**src/rtl/cfg_loader_pkg.sv**
```systemverilog
// Shared definitions for the configuration loader: header layout, FSM states
// and the header validity rule.
package cfg_pkg;

  localparam int unsigned HDR_ID_MSB   = 31;
  localparam int unsigned HDR_ID_LSB   = 24;
  localparam int unsigned HDR_RSVD_MSB = 23;
  localparam int unsigned HDR_RSVD_LSB = 16;
  localparam int unsigned HDR_LEN_MSB  = 15;
  localparam int unsigned HDR_LEN_LSB  = 0;

  localparam int unsigned ID_WIDTH_DEF = 8;

  typedef enum logic [2:0] {
    ST_IDLE  = 3'd0,
    ST_HDR   = 3'd1,
    ST_START = 3'd2,
    ST_ID    = 3'd3,
    ST_LOAD  = 3'd4,
    ST_SHIFT = 3'd5,
    ST_GAP   = 3'd6
  } state_t;

  // A header is dropped when its reserved byte is non-zero or it carries no payload.
  function automatic logic hdr_bad(input logic [31:0] hdr);
    return (hdr[HDR_RSVD_MSB:HDR_RSVD_LSB] != '0) ||
           (hdr[HDR_LEN_MSB:HDR_LEN_LSB] == '0);
  endfunction

endpackage

```
**src/rtl/cfg_loader_shifter.sv**
```systemverilog
// Payload word shifter: loads a host word and serialises it MSB-first,
// flagging when every bit of the word has been handed out.
module cfg_shifter #(
  parameter int unsigned WORD_W = 32
) (
  input  logic              clk,
  input  logic              crst_n,
  input  logic              load,
  input  logic              shift,
  input  logic [WORD_W-1:0] data,
  output logic              sout,
  output logic              empty
);

  localparam int unsigned CNT_W = $clog2(WORD_W + 1);

  logic [WORD_W-1:0] sreg;
  logic [CNT_W-1:0]  left;

  // The MSB leaves on the load cycle itself, so the register keeps only what is still owed.
  always_ff @(posedge clk) begin
    if (!crst_n) begin
      sreg <= '0;
      left <= '0;
    end else if (load) begin
      sreg <= {data[WORD_W-2:0], 1'b0};
      left <= CNT_W'(WORD_W - 1);
    end else if (shift) begin
      sreg <= {sreg[WORD_W-2:0], 1'b0};
      left <= left - 1'b1;
    end
  end

  always_comb begin
    sout  = load ? data[WORD_W-1] : sreg[WORD_W-1];
    empty = (left == '0);
  end

endmodule

```
**src/rtl/cfg_loader.sv**
```systemverilog
// Head-of-chain configuration sequencer: turns host header/payload words into
// start + ID + payload frames and counts frames sent and returned.
module cfg_loader
  import cfg_pkg::*;
#(
  parameter int unsigned WORD_W     = 32,
  parameter int unsigned ID_WIDTH   = ID_WIDTH_DEF,
  parameter int unsigned LEN_WIDTH  = 16,
  parameter int unsigned GAP_CYCLES = 2,
  parameter int unsigned CNT_WIDTH  = 16
) (
  input  logic                 clk,
  input  logic                 crst_n,
  input  logic [WORD_W-1:0]    s_data,
  input  logic                 s_valid,
  output logic                 s_ready,
  output logic                 cfg_in_start,
  output logic                 cfg_bit_in,
  output logic                 cfg_bit_in_valid,
  input  logic                 cfg_out_start,
  output logic                 busy,
  output logic                 frame_done,
  output logic [CNT_WIDTH-1:0] frames_sent,
  output logic [CNT_WIDTH-1:0] frames_returned,
  output logic                 err
);

  localparam int unsigned ID_CNT_W = $clog2(ID_WIDTH);

  state_t               state;
  logic [ID_WIDTH-1:0]  id_reg;
  logic [ID_CNT_W-1:0]  id_cnt;
  logic [LEN_WIDTH-1:0] rem;
  logic [3:0]           gap_cnt;

  logic accept;
  logic sh_load;
  logic sh_shift;
  logic sh_sout;
  logic sh_empty;

  always_comb begin
    accept   = s_valid && s_ready;
    sh_load  = accept && (state == ST_LOAD);
    sh_shift = (state == ST_SHIFT) && (rem != '0) && !sh_empty;
  end

  cfg_shifter #(.WORD_W(WORD_W)) u_shifter (
    .clk    (clk),
    .crst_n (crst_n),
    .load   (sh_load),
    .shift  (sh_shift),
    .data   (s_data),
    .sout   (sh_sout),
    .empty  (sh_empty)
  );

  // Outputs are registered from the state being entered; rem counts bits not yet driven.
  always_ff @(posedge clk) begin
    if (!crst_n) begin
      state            <= ST_IDLE;
      s_ready          <= 1'b0;
      cfg_in_start     <= 1'b0;
      cfg_bit_in       <= 1'b0;
      cfg_bit_in_valid <= 1'b0;
      busy             <= 1'b0;
      frame_done       <= 1'b0;
      frames_sent      <= '0;
      err              <= 1'b0;
      id_reg           <= '0;
      id_cnt           <= '0;
      rem              <= '0;
      gap_cnt          <= '0;
    end else begin
      cfg_in_start     <= 1'b0;
      cfg_bit_in       <= 1'b0;
      cfg_bit_in_valid <= 1'b0;
      frame_done       <= 1'b0;
      case (state)
        ST_IDLE: begin
          state   <= ST_HDR;
          s_ready <= 1'b1;
          busy    <= 1'b1;
        end
        ST_HDR: begin
          if (accept) begin
            if (hdr_bad(s_data)) begin
              err <= 1'b1;
            end else begin
              id_reg       <= s_data[HDR_ID_MSB:HDR_ID_LSB];
              rem          <= s_data[HDR_LEN_MSB:HDR_LEN_LSB];
              state        <= ST_START;
              s_ready      <= 1'b0;
              cfg_in_start <= 1'b1;
              frames_sent  <= frames_sent + 1'b1;
            end
          end
        end
        ST_START: begin
          state            <= ST_ID;
          cfg_bit_in_valid <= 1'b1;
          cfg_bit_in       <= id_reg[ID_WIDTH-1];
          id_reg           <= {id_reg[ID_WIDTH-2:0], 1'b0};
          id_cnt           <= '0;
        end
        ST_ID: begin
          if (id_cnt == ID_CNT_W'(ID_WIDTH - 1)) begin
            state   <= ST_LOAD;
            s_ready <= 1'b1;
          end else begin
            cfg_bit_in_valid <= 1'b1;
            cfg_bit_in       <= id_reg[ID_WIDTH-1];
            id_reg           <= {id_reg[ID_WIDTH-2:0], 1'b0};
            id_cnt           <= id_cnt + 1'b1;
          end
        end
        ST_LOAD: begin
          if (accept) begin
            state            <= ST_SHIFT;
            s_ready          <= 1'b0;
            cfg_bit_in_valid <= 1'b1;
            cfg_bit_in       <= sh_sout;
            rem              <= rem - 1'b1;
          end
        end
        ST_SHIFT: begin
          if (rem == '0) begin
            state      <= ST_GAP;
            frame_done <= 1'b1;
            gap_cnt    <= '0;
          end else if (sh_empty) begin
            state   <= ST_LOAD;
            s_ready <= 1'b1;
          end else begin
            cfg_bit_in_valid <= 1'b1;
            cfg_bit_in       <= sh_sout;
            rem              <= rem - 1'b1;
          end
        end
        ST_GAP: begin
          if (gap_cnt == 4'(GAP_CYCLES - 1)) begin
            state   <= ST_HDR;
            s_ready <= 1'b1;
          end else begin
            gap_cnt <= gap_cnt + 1'b1;
          end
        end
        default: begin
          state   <= ST_IDLE;
          s_ready <= 1'b0;
          busy    <= 1'b0;
        end
      endcase
    end
  end

  always_ff @(posedge clk) begin
    if (!crst_n) begin
      frames_returned <= '0;
    end else if (cfg_out_start) begin
      frames_returned <= frames_returned + 1'b1;
    end
  end

endmodule
```
**config.mk**
```make
export PLATFORM = sky130hd
export DESIGN_NAME = cfg_loader
export DESIGN_NICKNAME = d
export VERILOG_FILES = /design/src/rtl/cfg_loader_pkg.sv /design/src/rtl/cfg_loader_shifter.sv /design/src/rtl/cfg_loader.sv
export SDC_FILE = /design/constraint.sdc
export NUM_CORES = 1
export LEC_CHECK = 0
export CORE_ASPECT_RATIO = 0.6
export CORE_UTILIZATION = 35
export CTS_CLUSTER_SIZE = 16
export DETAILED_ROUTE_END_ITERATION = 10
export HOLD_SLACK_MARGIN = 0.08
export MAX_ROUTING_LAYER = met4
export REMOVE_ABC_BUFFERS = 1
export SLEW_MARGIN = 10
export SYNTH_ARGS = -nofsm -noshare
export SYNTH_HDL_FRONTEND = slang
export SYNTH_SLANG_ARGS = --single-unit
```
**constraint.sdc**
```tcl
create_clock -name clk -period 6.8 [get_ports clk]
set_clock_uncertainty 0.2 [all_clocks]
set_input_delay 0.68 -clock clk [delete_from_list [all_inputs] [get_ports clk]]
set_output_delay 0.68 -clock clk [all_outputs]
set_load 0.02 [all_outputs]
```
==> impl_metrics.env <==
export IMPL_yosysUniqueCellTypes=56
export IMPL_viasPerCell=5.518
export IMPL_outcome="finished clean"
export IMPL_fillCellCount=1482
export IMPL_gp_routability_congestion=0.8517
export IMPL_pwr_share_comb_pct=14.5
export IMPL_cts_setup_buffers=0
export IMPL_clk_pin_slew_ps=70
export IMPL_grt_pass1_vias=4437
export IMPL_synth_area_leaders="dfxtp_1, nand2_1, a31oi_1"
export IMPL_start_util_pct=36.44
export IMPL_path_cells="clkdlybuf4s50_1, or4_4, or3_4, o211ai_2, nand2_1, o221a_2"
export IMPL_layout_min_cycle_time_ps=3182
export IMPL_synthFlopType="dfxtp_1"
export IMPL_synth_edff_count=0
export IMPL_slew_viol_final=0
export IMPL_avgRoutedWirePerCell_um=15.63
export IMPL_antennaDiodeCount=0
export IMPL_hold_buffers=0
export IMPL_cp_start_kind="input port"
export IMPL_topRoutingLayerUsed="met4"
export IMPL_largest_reg_flops=31
export IMPL_fmax_mhz=314.3
export IMPL_crit_required_ps=6840
export IMPL_setup_viol_count_final=0
export IMPL_vias=5077
export IMPL_final_period_utilization_pct=46.79
export IMPL_path_delay_family="simple AND/OR/NAND/NOR gates"
export IMPL_synth_xor_area_share_pct=3.266
export IMPL_peakVddDrop_mv=0.1075
export IMPL_clk_path_buf_depth=2
export IMPL_fin_tns_setup_ps=0
export IMPL_drv_cap=0
export IMPL_intPower_uw=993.9
export IMPL_drt_total_wl_mm=14.38
export IMPL_met3RoutedLength_um=984
export IMPL_finalPower_uw=1397
export IMPL_layout_drive_gt1_share_pct=4.986
export IMPL_drc=0
export IMPL_power_density_nw_per_um2=214.9
export IMPL_switching_share_pct=28.85
export IMPL_h_tree_depth=3
export IMPL_grt_pass1_wl_mm=23.14
export IMPL_antenna_found_initial=0
export IMPL_portBuffers=74
export IMPL_seq_area_frac_synth_pct=41.05
export IMPL_dieArea_um2=15840
export IMPL_nNetsFinal=761
export IMPL_synth_warnings=0
export IMPL_syn_inst=669
export IMPL_wl_met2_mm=5.806
export IMPL_cts_tree="yes"
export IMPL_cts_num_sinks=110
export IMPL_cp_slowest_cell="or4_4"
export IMPL_critPathMaxStageDelay_ps=570
export IMPL_largest_register="u_shifter.sreg"
export IMPL_switchingPower_uw=403.0
export IMPL_critical_path_arrival_ps=3220
export IMPL_die_height_um=97.89
export IMPL_finalHoldViolations=0
export IMPL_synth_top_area_share_pct=41.05
export IMPL_synth_compound_area_share_pct=21.90
export IMPL_grt_max_degree=66
export IMPL_met1_length_mm=7.528
export IMPL_p_leak_uw=0.002101
export IMPL_die_w_um=161.8
export IMPL_end_kind="flip-flop"
export IMPL_hold_class="reg -> reg"
export IMPL_grt_setup_unrepaired="no"
export IMPL_worst_path_buf_inv=1
export IMPL_seqPwrFrac_pct=48.6
export IMPL_clock_latency_ps=350
export IMPL_ioPinCount=75
export IMPL_crit_fanout=12
export IMPL_synthMuxAreaShare_pct=2.449
export IMPL_drt_iter0_drc=521
export IMPL_avgSynthCellArea_um2=8.018
export IMPL_finish_utilization_pct=44.17
export IMPL_core_um2=14720
export IMPL_cts_root_buffer="clkbuf_16"
export IMPL_synth_top_family_by_area="simple AND/OR/NAND/NOR gates"
export IMPL_rows=34
export IMPL_grt_usage_pct=18.65
export IMPL_max_slew_margin_rel_pct=35.53
export IMPL_area_delta_synth_final_pct=21.20
export IMPL_synth_adder_area_share_pct=1.866
export IMPL_hpwl_mm=10.03
export IMPL_clockPowerShare_pct=36.9
export IMPL_yosys_area_share_simple_pct=25.08
export IMPL_firstDrtPassIters=5
export IMPL_cts_buffers=9
export IMPL_grt_overflow_total=0
export IMPL_yosys_area_top_type="dfxtp_1"
export IMPL_synthArstFlopShare_pct=0
export IMPL_critPathKind="in -> reg"
export IMPL_tightestPinTransition_ps=965.1
export IMPL_ys_ff_latch=110
export IMPL_antenna_left=0
export IMPL_cts_resized=0
export IMPL_syn_area_um2=5364
-- per-stage QoR --
stage / setup slack (ps) / hold WS [ps] / cells / cell area, um2
global route: 3556 / 287.4 / 920 / 6501
floorplan: 3894 / 243.2 / 626 / 5174
global placement: 3378 / 256.2 / 904 / 6216
CTS: 3671 / 268.5 / 920 / 6501
finish: 3618 / 272.5 / 920 / 6501
detailed placement: 3305 / 259.2 / 904 / 6216
-- path summary, 6_finish.rpt --
check	startpoint	end	slack [ps]	depth (start not counted)
setup / recovery	s_data[23]	rem[0]	3620	6
setup reg to reg	rem[3]	cfg_bit_in	3690	6
hold / removal	rem[5]	rem[5]	270	2
hold reg to reg	rem[5]	rem[5]	270	2
-- cell usage in the layout (no fill, tap or decap), types with 8 or more instances in the layout --
cell type,n
o21ai_0,40
a21oi_1,41
or4_1,9
dfxtp_1,110
clkbuf_16,9
nor4_1,8
xor2_1,9
or3_1,10
ha_1,8
o31ai_1,22
a31oi_1,35
nor2_1,52
mux2i_1,12
inv_1,11
a211oi_1,13
nand4_1,12
nor3_1,24
xnor2_1,11
nand2b_1,11
clkdlybuf4s50_1,74
nand3_1,19
nand2_1,107
-- power groups by stage --
stage | clock (uW) | sequential (uW) | combinational, uW
floorplan | 0 | 692 | 114
global placement | 0 | 692 | 195
detailed placement | 0 | 693 | 197
CTS | 526 | 678 | 199
global route | 551 | 681 | 218
finish | 515 | 679 | 203
-- layout make-up --
class                      count  area, um2  area share, %
multi-input combinational    504       2935          45.15
clock inverter                 6      46.29         0.7121
sequential                   110       2202          33.87
tap                          198      247.7          3.811
clock buffer                  10      239.0          3.676
inverter                      12      45.04         0.6928
timing repair buffer          80      785.8          12.09
-- logic make-up (layout without fill, tap and decap cells) --
kind of cell,Yosys count,count (layout)
and+or+nand+nor,279,279
AOI/OAI and AO/OA,184,184
DFF,110,110
buffers and inverters,55,108
xor gates and xnor gates,20,20
muxes,13,13
adders and majority gates,8,8
-- per-layer routing --
layer | vias to the layer above | track usage [%]
met5 | - | -
met4 | 0 | 3.628
met3 | 4 | 4.418
met2 | 170 | 25.26
met1 | 2367 | 27.59
li1 | 2536 | -
-- synthesized netlist by cell type, types with 8 or more instances --
cell type and n:
nor4_1 8, clkbuf_1 30, nor2_1 52, nand4_1 12, inv_1 12, xnor2_1 11, nand2_1 107, a31oi_1 35
xor2_1 9, o31ai_1 22, dfxtp_1 110, or4_1 9, nand2b_1 11, o21ai_0 40, ha_1 8, nor3_1 24
or3_1 10, buf_2 8, nand3_1 20, a21oi_1 41, mux2i_1 12, a211oi_1 13
-- worst register-to-register path, stage by stage (launching register included) --
cell,delay [ps]
dfxtp_1,350
nor3_1,710
nand3_2,400
o21a_1,500
buf_4,340
a222oi_1,380
nor2_1,130
No activity file was read; power rests on OpenSTA's default activity.
